[config.mk]
export PLATFORM = sky130hd
export DESIGN_NAME = phase_seq_timer
export DESIGN_NICKNAME = d
export VERILOG_FILES = /design/src/rtl/phase_seq_timer.sv
export SDC_FILE = /design/constraint.sdc
export NUM_CORES = 1
export LEC_CHECK = 0
export CORE_ASPECT_RATIO = 1.75
export CORE_MARGIN = 3
export CORE_UTILIZATION = 55
export CTS_CLUSTER_SIZE = 40
export DETAILED_ROUTE_END_ITERATION = 10
export PLACE_DENSITY = 0.77
export SLEW_MARGIN = 25
export SYNTH_ARGS = -nofsm -noshare
export SYNTH_HDL_FRONTEND = slang
export SYNTH_SLANG_ARGS = --single-unit
[constraint.sdc]
create_clock -name CLK -period 3.1 [get_ports CLK]
set_input_delay 0.93 -clock CLK [delete_from_list [all_inputs] [get_ports CLK]]
set_output_delay 0.93 -clock CLK [all_outputs]
set_load 0.02 [all_outputs]
[src/rtl/phase_seq_timer.sv]
// Phase sequencer: steps a phase index through a programmable table of per-phase
// durations (seconds), using a prescaler to derive the 1 s tick. Optional skip input under PHASE_SKIP_EN.
module phase_seq_timer #(
  parameter int PRESCALE     = 10000,
  parameter int SEC_W        = 16,
  parameter int NUM_PHASES   = 4,
  parameter int PH_W         = 2,
  parameter int DEFAULT_SECS = 5
) (
  input  logic             CLK,
  input  logic             reset,
  input  logic             start,
  input  logic             stop,
  input  logic             enable,
`ifdef PHASE_SKIP_EN
  input  logic             skip,
`endif
  input  logic             cfg_we,
  input  logic [PH_W-1:0]  cfg_idx,
  input  logic [SEC_W-1:0] cfg_secs,
  output logic [PH_W-1:0]  phase,
  output logic [SEC_W-1:0] remaining,
  output logic             phase_done,
  output logic             cycle_done,
  output logic             busy
);

  localparam logic [1:0] S_IDLE = 2'd0;
  localparam logic [1:0] S_RUN  = 2'd1;
  localparam logic [1:0] S_HOLD = 2'd2;

  localparam int               PS_W    = (PRESCALE > 1) ? $clog2(PRESCALE) : 1;
  localparam logic [PS_W-1:0]  PS_LAST = PS_W'(PRESCALE - 1);
  localparam logic [PH_W-1:0]  PH_LAST = PH_W'(NUM_PHASES - 1);
  localparam logic [SEC_W-1:0] DEF     = SEC_W'(DEFAULT_SECS);
  localparam logic [SEC_W-1:0] ONE     = SEC_W'(1);

  // Zero durations are clamped to one second so no phase is ever skipped.
  function automatic logic [SEC_W-1:0] eff(input logic [SEC_W-1:0] x);
    return (x == '0) ? ONE : x;
  endfunction

  logic [1:0]       state_q, state_d;
  logic [PH_W-1:0]  phase_q, phase_d;
  logic [SEC_W-1:0] rem_q, rem_d;
  logic [PS_W-1:0]  presc_q, presc_d;
  logic             pd_q, pd_d;
  logic             cd_q, cd_d;
  logic             busy_q, busy_d;
  logic [SEC_W-1:0] tbl_q [NUM_PHASES];
  logic [SEC_W-1:0] tbl_d [NUM_PHASES];

  logic             skip_w;
  logic [PH_W-1:0]  phase_nxt;
  logic             tick;
  logic             end_now;

`ifdef PHASE_SKIP_EN
  assign skip_w = skip;
`else
  assign skip_w = 1'b0;
`endif

  assign phase_nxt = (phase_q == PH_LAST) ? '0 : phase_q + PH_W'(1);
  assign tick      = enable && (presc_q == PS_LAST);
  assign end_now   = ((state_q == S_RUN) && skip_w) || (tick && (rem_q <= ONE));

  // Table writes land on the edge; a phase end on the same edge reads the old entry.
  always_comb begin
    for (int i = 0; i < NUM_PHASES; i++) tbl_d[i] = tbl_q[i];
    if (cfg_we && ({{(32-PH_W){1'b0}}, cfg_idx} < 32'(NUM_PHASES)))
      tbl_d[cfg_idx] = cfg_secs;
  end

  always_comb begin
    state_d = state_q;
    phase_d = phase_q;
    rem_d   = rem_q;
    presc_d = presc_q;
    busy_d  = busy_q;
    pd_d    = 1'b0;
    cd_d    = 1'b0;
    case (state_q)
      S_IDLE: begin
        if (start) begin
          state_d = S_RUN;
          phase_d = '0;
          rem_d   = eff(tbl_q[0]);
          presc_d = '0;
          busy_d  = 1'b1;
        end
      end
      S_RUN, S_HOLD: begin
        if (stop) begin
          state_d = S_IDLE;
          phase_d = '0;
          rem_d   = '0;
          presc_d = '0;
          busy_d  = 1'b0;
        end else begin
          // Leaving HOLD counts on the same edge, so a pause adds exactly its own length.
          state_d = enable ? S_RUN : S_HOLD;
          if (end_now) begin
            phase_d = phase_nxt;
            rem_d   = eff(tbl_q[phase_nxt]);
            presc_d = '0;
            pd_d    = 1'b1;
            cd_d    = (phase_q == PH_LAST);
          end else if (enable) begin
            if (presc_q == PS_LAST) begin
              presc_d = '0;
              rem_d   = rem_q - ONE;
            end else begin
              presc_d = presc_q + PS_W'(1);
            end
          end
        end
      end
      default: begin
        state_d = S_IDLE;
        phase_d = '0;
        rem_d   = '0;
        presc_d = '0;
        busy_d  = 1'b0;
      end
    endcase
  end

  always_ff @(posedge CLK) begin
    if (reset) begin
      state_q <= S_IDLE;
      phase_q <= '0;
      rem_q   <= '0;
      presc_q <= '0;
      pd_q    <= 1'b0;
      cd_q    <= 1'b0;
      busy_q  <= 1'b0;
      for (int i = 0; i < NUM_PHASES; i++) tbl_q[i] <= DEF;
    end else begin
      state_q <= state_d;
      phase_q <= phase_d;
      rem_q   <= rem_d;
      presc_q <= presc_d;
      pd_q    <= pd_d;
      cd_q    <= cd_d;
      busy_q  <= busy_d;
      for (int i = 0; i < NUM_PHASES; i++) tbl_q[i] <= tbl_d[i];
    end
  end

  assign phase      = phase_q;
  assign remaining  = rem_q;
  assign phase_done = pd_q;
  assign cycle_done = cd_q;
  assign busy       = busy_q;

endmodule

==> out/qor.yml, run 1 <==
vias: 4743
crit_path_end_kind: "flip-flop"
synth-xor-area-share: 0.0173
hpwl_mm: 10.5
nets: 688
synth_mux_area_frac: 0.0713
worstSetupPathDepth: 7
hp-start: "tbl_q[1][12]$_SDFFE_PP0P_"
rows: 45
tritoncts: "done"
grt_pass1_wl_mm: 22.7
synth_compound_area_frac: 0.167
fin_crit_sh: 0.911
antenna_found_initial: 0
dpl_cell_area_um2: 5700
post_drt_via_cell_ratio: 6.08
firstDrtPassIters: 5
ys_ff_latch: 101
drive_above_1_share: 0.128
nFillCells: 736
area_growth_pct: 19.2
switching_power_uw: 770
crit_slowest_cell: "clkdlybuf4s50_1"
synth_fa_ha_area_frac: 0.0149
synth_nets: 638
worstSkewPairLatency_ps: 350
hold_class: "reg2reg"
die_w_um: 78.5
hold_viol_final: 0
p_sw_frac: 0.256
timing.rr.start: "state_q[1]$_SDFFE_PP0P_"
rsz0062_at_grt: "no"
cp_num_buf_inv: 1
p_clk_frac: 0.408
required_ps: 3350
async_flop_share: 0
place.gp.congestion: 0.943
cts_max_path_buffers: 2
postCtsSetupBuffers: 0
core_area_um2: 8840
p_int_uw: 2240
synth-seq-area-share: 0.400
min_path_cells: 2
postRouteWirelength_mm: 14.1
fin_area_um2: 6020
globalRouteOverflowTotal: 0
dpl.cell_count: 764
pwr-share-comb: 0.133
syn-cell-area_um2: 5050
grt_usage: 0.280
crit_path_cell_trace: "clkdlybuf4s50_1 -> nor4b_1 -> o211ai_1 -> nor2_1 -> nor4_1 -> a221o_2 -> a21o_1"
clkTransAtPathRegs_ps: 70
drcViolationCount: 0
synth_cell_type_count: 67
io_buffers: 44
ys_warn_count: 0
synth.area.top_cells: "dfxtp_1 40%, nand2_1 12%, a21oi_1 7.1%, mux4_2 6.2%, nor2_1 3.1%"
ir_drop_uv: 331
setup_violations: 0
cts_hold_buf: 0
grt_pass1_vias: 4646
yosysMostFrequentCell: "nand2_1"
numCtsBuffers: 9
fin_crit_ps: 2820
antenna_cells: 0
drt-initial-drc-count: 309
routedWlPerCell_um: 18.1
crit_family: "simple AND/OR/NAND/NOR gates"
die_y_um: 133
min_to: "tbl_q[1][12]$_SDFFE_PP0P_"
start_kind: "primary input"
dieArea_um2: 10400
htree_levels: 3
r2r_slack_ps: 760
tightest_slew_ps: 620
final_antenna_net_count: 0
root_buffer: "clkbuf_16"
path_max_fanout: 4
synth_ff_type: "dfxtp_1"
start_util: 0.572
seqPwrFrac: 0.460
setup-tns-final_ps: 0
stdcell_count: 780
r2r_end: "remaining[12]$_SDFFE_PP0P_"
worst_ep_arrival_time_ps: 3070
slew_headroom: 0.583
synth_top_family_by_area: "simple AND/OR/NAND/NOR gates"
status: "complete, no violations"
synth_edf_count: 0
pin_count: 45
cts_resized: 0
reg2regPathDepth: 9
path_class: "in2reg"
synth-simple-area-share: 0.294
slowest_delay_ps: 560
netlist_top_cells_count: "158 x nand2_1, 101 x dfxtp_1, 72 x a21oi_1, 42 x nor2_1, 24 x clkbuf_1"
synthCells: 608
synth_top_cell_area_share: 0.400
yosys.area.top_type: "dfxtp_1"
p_total_uw: 3010
p_per_area_nw_per_um2: 500
maxSlewViolCount: 0
p_leak_uw: 0.00219
fin_skew_ps: 6.18
clock_sinks: 101
maxCapViolCount: 0
clock.fmax_mhz: 354
grt_max_degree: 59
postSynthAreaPerCell_um2: 8.31
power groups by stage:
stage,Clock (uW),Combinational (uW),Sequential [uW]
3_3_place_gp,0,386,1410
5_1_grt,1290,435,1390
4_1_cts,1240,396,1380
6_report,1230,399,1380
2_1_floorplan,0,243,1410
3_5_place_dp,0,393,1410
cells by family (layout without fill, tap and decap cells):
logic type      after synthesis  count (layout)
mux                          17              17
flops                       101             101
xor+xnor                     10              10
compound gates              130             130
simple gates                306             306
buf+inv                      38              93
fa+ha+maj                     6               6
layout by cell type, fill, tap and decap left out, types with 6 or more instances in the layout:
cell / n
a21oi_1: 72
a22oi_1: 9
buf_4: 27
clkbuf_16: 9
clkdlybuf4s50_1: 43
dfxtp_1: 101
ha_1: 6
mux4_2: 14
nand2_1: 158
nand3_1: 10
nand3b_1: 10
nand4_1: 8
nor2_1: 42
nor3_1: 17
nor4_1: 13
o21ai_0: 14
xor2_1: 6
worst max-delay path by stage:
stage,startpoint,end
after floorplan,enable,remaining[10]$_SDFFE_PP0P_
after global placement,enable,remaining[10]$_SDFFE_PP0P_
after detailed placement,enable,remaining[10]$_SDFFE_PP0P_
after CTS,enable,remaining[10]$_SDFFE_PP0P_
after global routing,enable,remaining[10]$_SDFFE_PP0P_
final,enable,remaining[10]$_SDFFE_PP0P_
metrics by stage:
step | hold WS [ps] | setup WS (ps) | utilization
3_5_place_dp | 456 | 23.6 | 0.645
4_1_cts | 465 | 344 | 0.681
2_1_floorplan | 432 | 528 | -
5_1_grt | 477 | 191 | 0.681
3_3_place_gp | 441 | 63.0 | 0.645
6_report | 463 | 277 | 0.681
flip-flops by register name, summed over array words and instances (netlist names):
name	cells
phase	2
tbl_q	64
remaining	16
state_q	2
cycle_done	1
busy	1
presc_q	14
phase_done	1
metal layers:
| layer | global-route usage | up-vias | routed length (um) |
|---|---|---|---|
| met5 | 0 | - | 0 |
| met4 | 0.187 | 0 | 973 |
| met3 | 0.0484 | 78 | 785 |
| met2 | 0.509 | 205 | 7390 |
| met1 | 0.286 | 2196 | 4980 |
| li1 | - | 2264 | - |
cell type report:
cell class | count | area, um2 | share of cell area
Clock buffer | 11 | 243 | 0.0403
Clock inverter | 5 | 82.6 | 0.0137
Inverter | 5 | 18.8 | 0.00312
Multi-Input combinational cell | 469 | 2850 | 0.474
Sequential cell | 101 | 2020 | 0.336
Tap cell | 117 | 146 | 0.0243
Timing Repair Buffer | 72 | 658 | 0.109
worst register-to-register path: cells and delay by family (launching register included):
family	cells	cell delay, ps
buf+inv	2	210
compound gates	2	250
flops	1	360
fa+ha+maj	1	310
simple gates	4	1130
(Power assumes the default switching activity.)
==> run 2, diff against run 1 <==
==> config.mk (replaced) <==
export PLATFORM = sky130hd
export DESIGN_NAME = phase_seq_timer
export DESIGN_NICKNAME = d
export VERILOG_FILES = /design/src/rtl/phase_seq_timer.sv
export SDC_FILE = /design/constraint.sdc
export NUM_CORES = 1
export LEC_CHECK = 0
export CORE_MARGIN = 3
export CORE_UTILIZATION = 30
export CTS_CLUSTER_SIZE = 40
export DETAILED_ROUTE_END_ITERATION = 10
export SLEW_MARGIN = 25
export SYNTH_ARGS = -nofsm -noshare
export SYNTH_HDL_FRONTEND = slang
export SYNTH_SLANG_ARGS = --single-unit
export TNS_END_PERCENT = 20
==> out/qor.yml, run 2 (same netlist as run 1, synthesis figures left out) <==
rows: 46  # +2.2%
htree_levels: 3  # unchanged
io_buffers: 44  # unchanged
largest_reg_flops: 64  # unchanged
met3WireLength_um: 964  # +23%
dpl_cell_area_um2: 5790  # +1.6%
wl_met1_mm: 6.69  # +34%
path_class: "in2reg"
postRouteWirelength_mm: 14.8  # +4.9%
required_ps: 3370  # +20 ps
clock_sinks: 101  # unchanged
final_antenna_net_count: 0  # unchanged
globalRouteOverflowTotal: 0  # unchanged
clkTransAtPathRegs_ps: 60  # about the same
root_buffer: "clkbuf_16"
drt-initial-drc-count: 533  # +72%
hold_class: "reg2reg"
routedWlPerCell_um: 17.0  # -6.1%
maxCapViolCount: 0  # unchanged
crit_path_end_kind: "flip-flop"
fin_crit_ps: 2800  # -23.8 ps
area_growth_pct: 19.4
min_path_cells: 2  # unchanged
antenna_found_initial: 0  # unchanged
path_max_fanout: 6  # +2
post_drt_via_cell_ratio: 5.39  # -11%
firstDrtPassIters: 5  # unchanged
pin_count: 45  # unchanged
slew_headroom: 0.475  # -0.108
p_total_uw: 2780  # -7.8%
cts_resized: 0  # unchanged
tightest_slew_ps: 780  # +160 ps
grt_max_degree: 71  # +20%
hpwl_mm: 10.8  # +2.7%
worst_ep_arrival_time_ps: 3070  # about the same
clock.fmax_mhz: 357  # +0.85%
fin_area_um2: 6040  # +0.21%
worstSkewPairLatency_ps: 350  # about the same
place.gp.congestion: 0.849  # -10%
cts_max_path_buffers: 2  # unchanged
nFillCells: 1648  # +120%
die_y_um: 136  # +2.2%
grt_pass1_vias: 4604  # -0.90%
vias: 4698  # -0.95%
fin_skew_ps: 4.43  # -1.75 ps
start_kind: "primary input"
p_leak_uw: 0.00213  # -2.8%
route.met2.wl_mm: 6.91  # -6.4%
setup-tns-final_ps: 0  # unchanged
nets: 683  # -0.73%
fin_crit_sh: 0.903  # -0.00767
core_area_um2: 16200  # +83%
tritoncts: "done"
rsz0062_at_grt: "no"
numCtsBuffers: 9  # unchanged
hold_viol_final: 0  # unchanged
grt_usage: 0.167  # -0.113
setup_violations: 0  # unchanged
cts_hold_buf: 0  # unchanged
dieArea_um2: 18400  # +77%
p_per_area_nw_per_um2: 460  # -8.0%
maxSlewViolCount: 0  # unchanged
postCtsSetupBuffers: 0  # unchanged
grt_pass1_wl_mm: 24.4  # +7.2%
top_register: "tbl_q"
antenna_cells: 0  # unchanged
start_util: 0.312  # -0.259
drcViolationCount: 0  # unchanged
worst_hold_slack_ps: 467  # +3.84 ps
ir_drop_uv: 287  # -13%
status: "complete, no violations"
final_cell_mix: "158 x nand2_1, 101 x dfxtp_1, 72 x a21oi_1"
final_common_cell: "nand2_1"
die_w_um: 136  # +73%
drive_above_1_share: 0.118  # -0.0106
reg2regPathDepth: 6  # -3
route.top_layer_used: "met4"
## run 2: cell types whose count changed in the layout (fill, tap and decap cells not counted), sizes merged
| cell | delta |
|---|---|
| bufinv | -2 |
| buf | -5 |
| inv | -1 |
## run 2: worst max-delay path, stage by stage
cell	delay [ps]
clkdlybuf4s50_1	460
nor4b_1	430
and3_1	310
nand2_1	120
buf_4	170
nor4_1	380
a22oi_1	150
o211ai_1	120
## run 2: where the power goes
group | leakage, uW | internal [uW] | total, uW | switching (uW)
Sequential | 0.000820 | 1340 | 1390 | 47.7
Combinational | 0.00119 | 166 | 393 | 227
Clock | 0.000121 | 531 | 995 | 464
## run 2: layout make-up
class                   instances  area, um2  share of cell area
multi-input cells             469       2860               0.473
repair buffers                 67        621               0.103
clock buffers                  11        233              0.0386
inverters                       5       18.8             0.00311
well taps                     216        270              0.0448
clock inverters                 2       13.8             0.00228
flip-flops and latches        101       2020               0.335
## run 2: final timing paths
kind / from / to / slack [ps]
setup / recovery: stop / remaining[12]$_SDFFE_PP0P_ / 300
hold reg to reg: tbl_q[1][12]$_SDFFE_PP0P_ / tbl_q[1][12]$_SDFFE_PP0P_ / 470
hold / removal: tbl_q[1][12]$_SDFFE_PP0P_ / tbl_q[1][12]$_SDFFE_PP0P_ / 470
setup reg to reg: remaining[11]$_SDFFE_PP0P_ / remaining[10]$_SDFFE_PP0P_ / 630
## run 2: metrics by stage
step / cells / setup WS, ps / util
final: 871 / 301 / 0.373
after global routing: 871 / 157 / 0.373
after CTS: 871 / 330 / 0.373
after detailed placement: 858 / -11.2 / 0.358
after global placement: 858 / 68.6 / 0.358
after floorplan: 608 / 528 / -
## run 2: per-layer routing
| metal | global-route usage | up-vias |
|---|---|---|
| li1 | - | 2247 |
| met5 | 0 | - |
| met3 | 0.0379 | 21 |
| met1 | 0.225 | 2276 |
| met2 | 0.271 | 154 |
| met4 | 0.0442 | 0 |
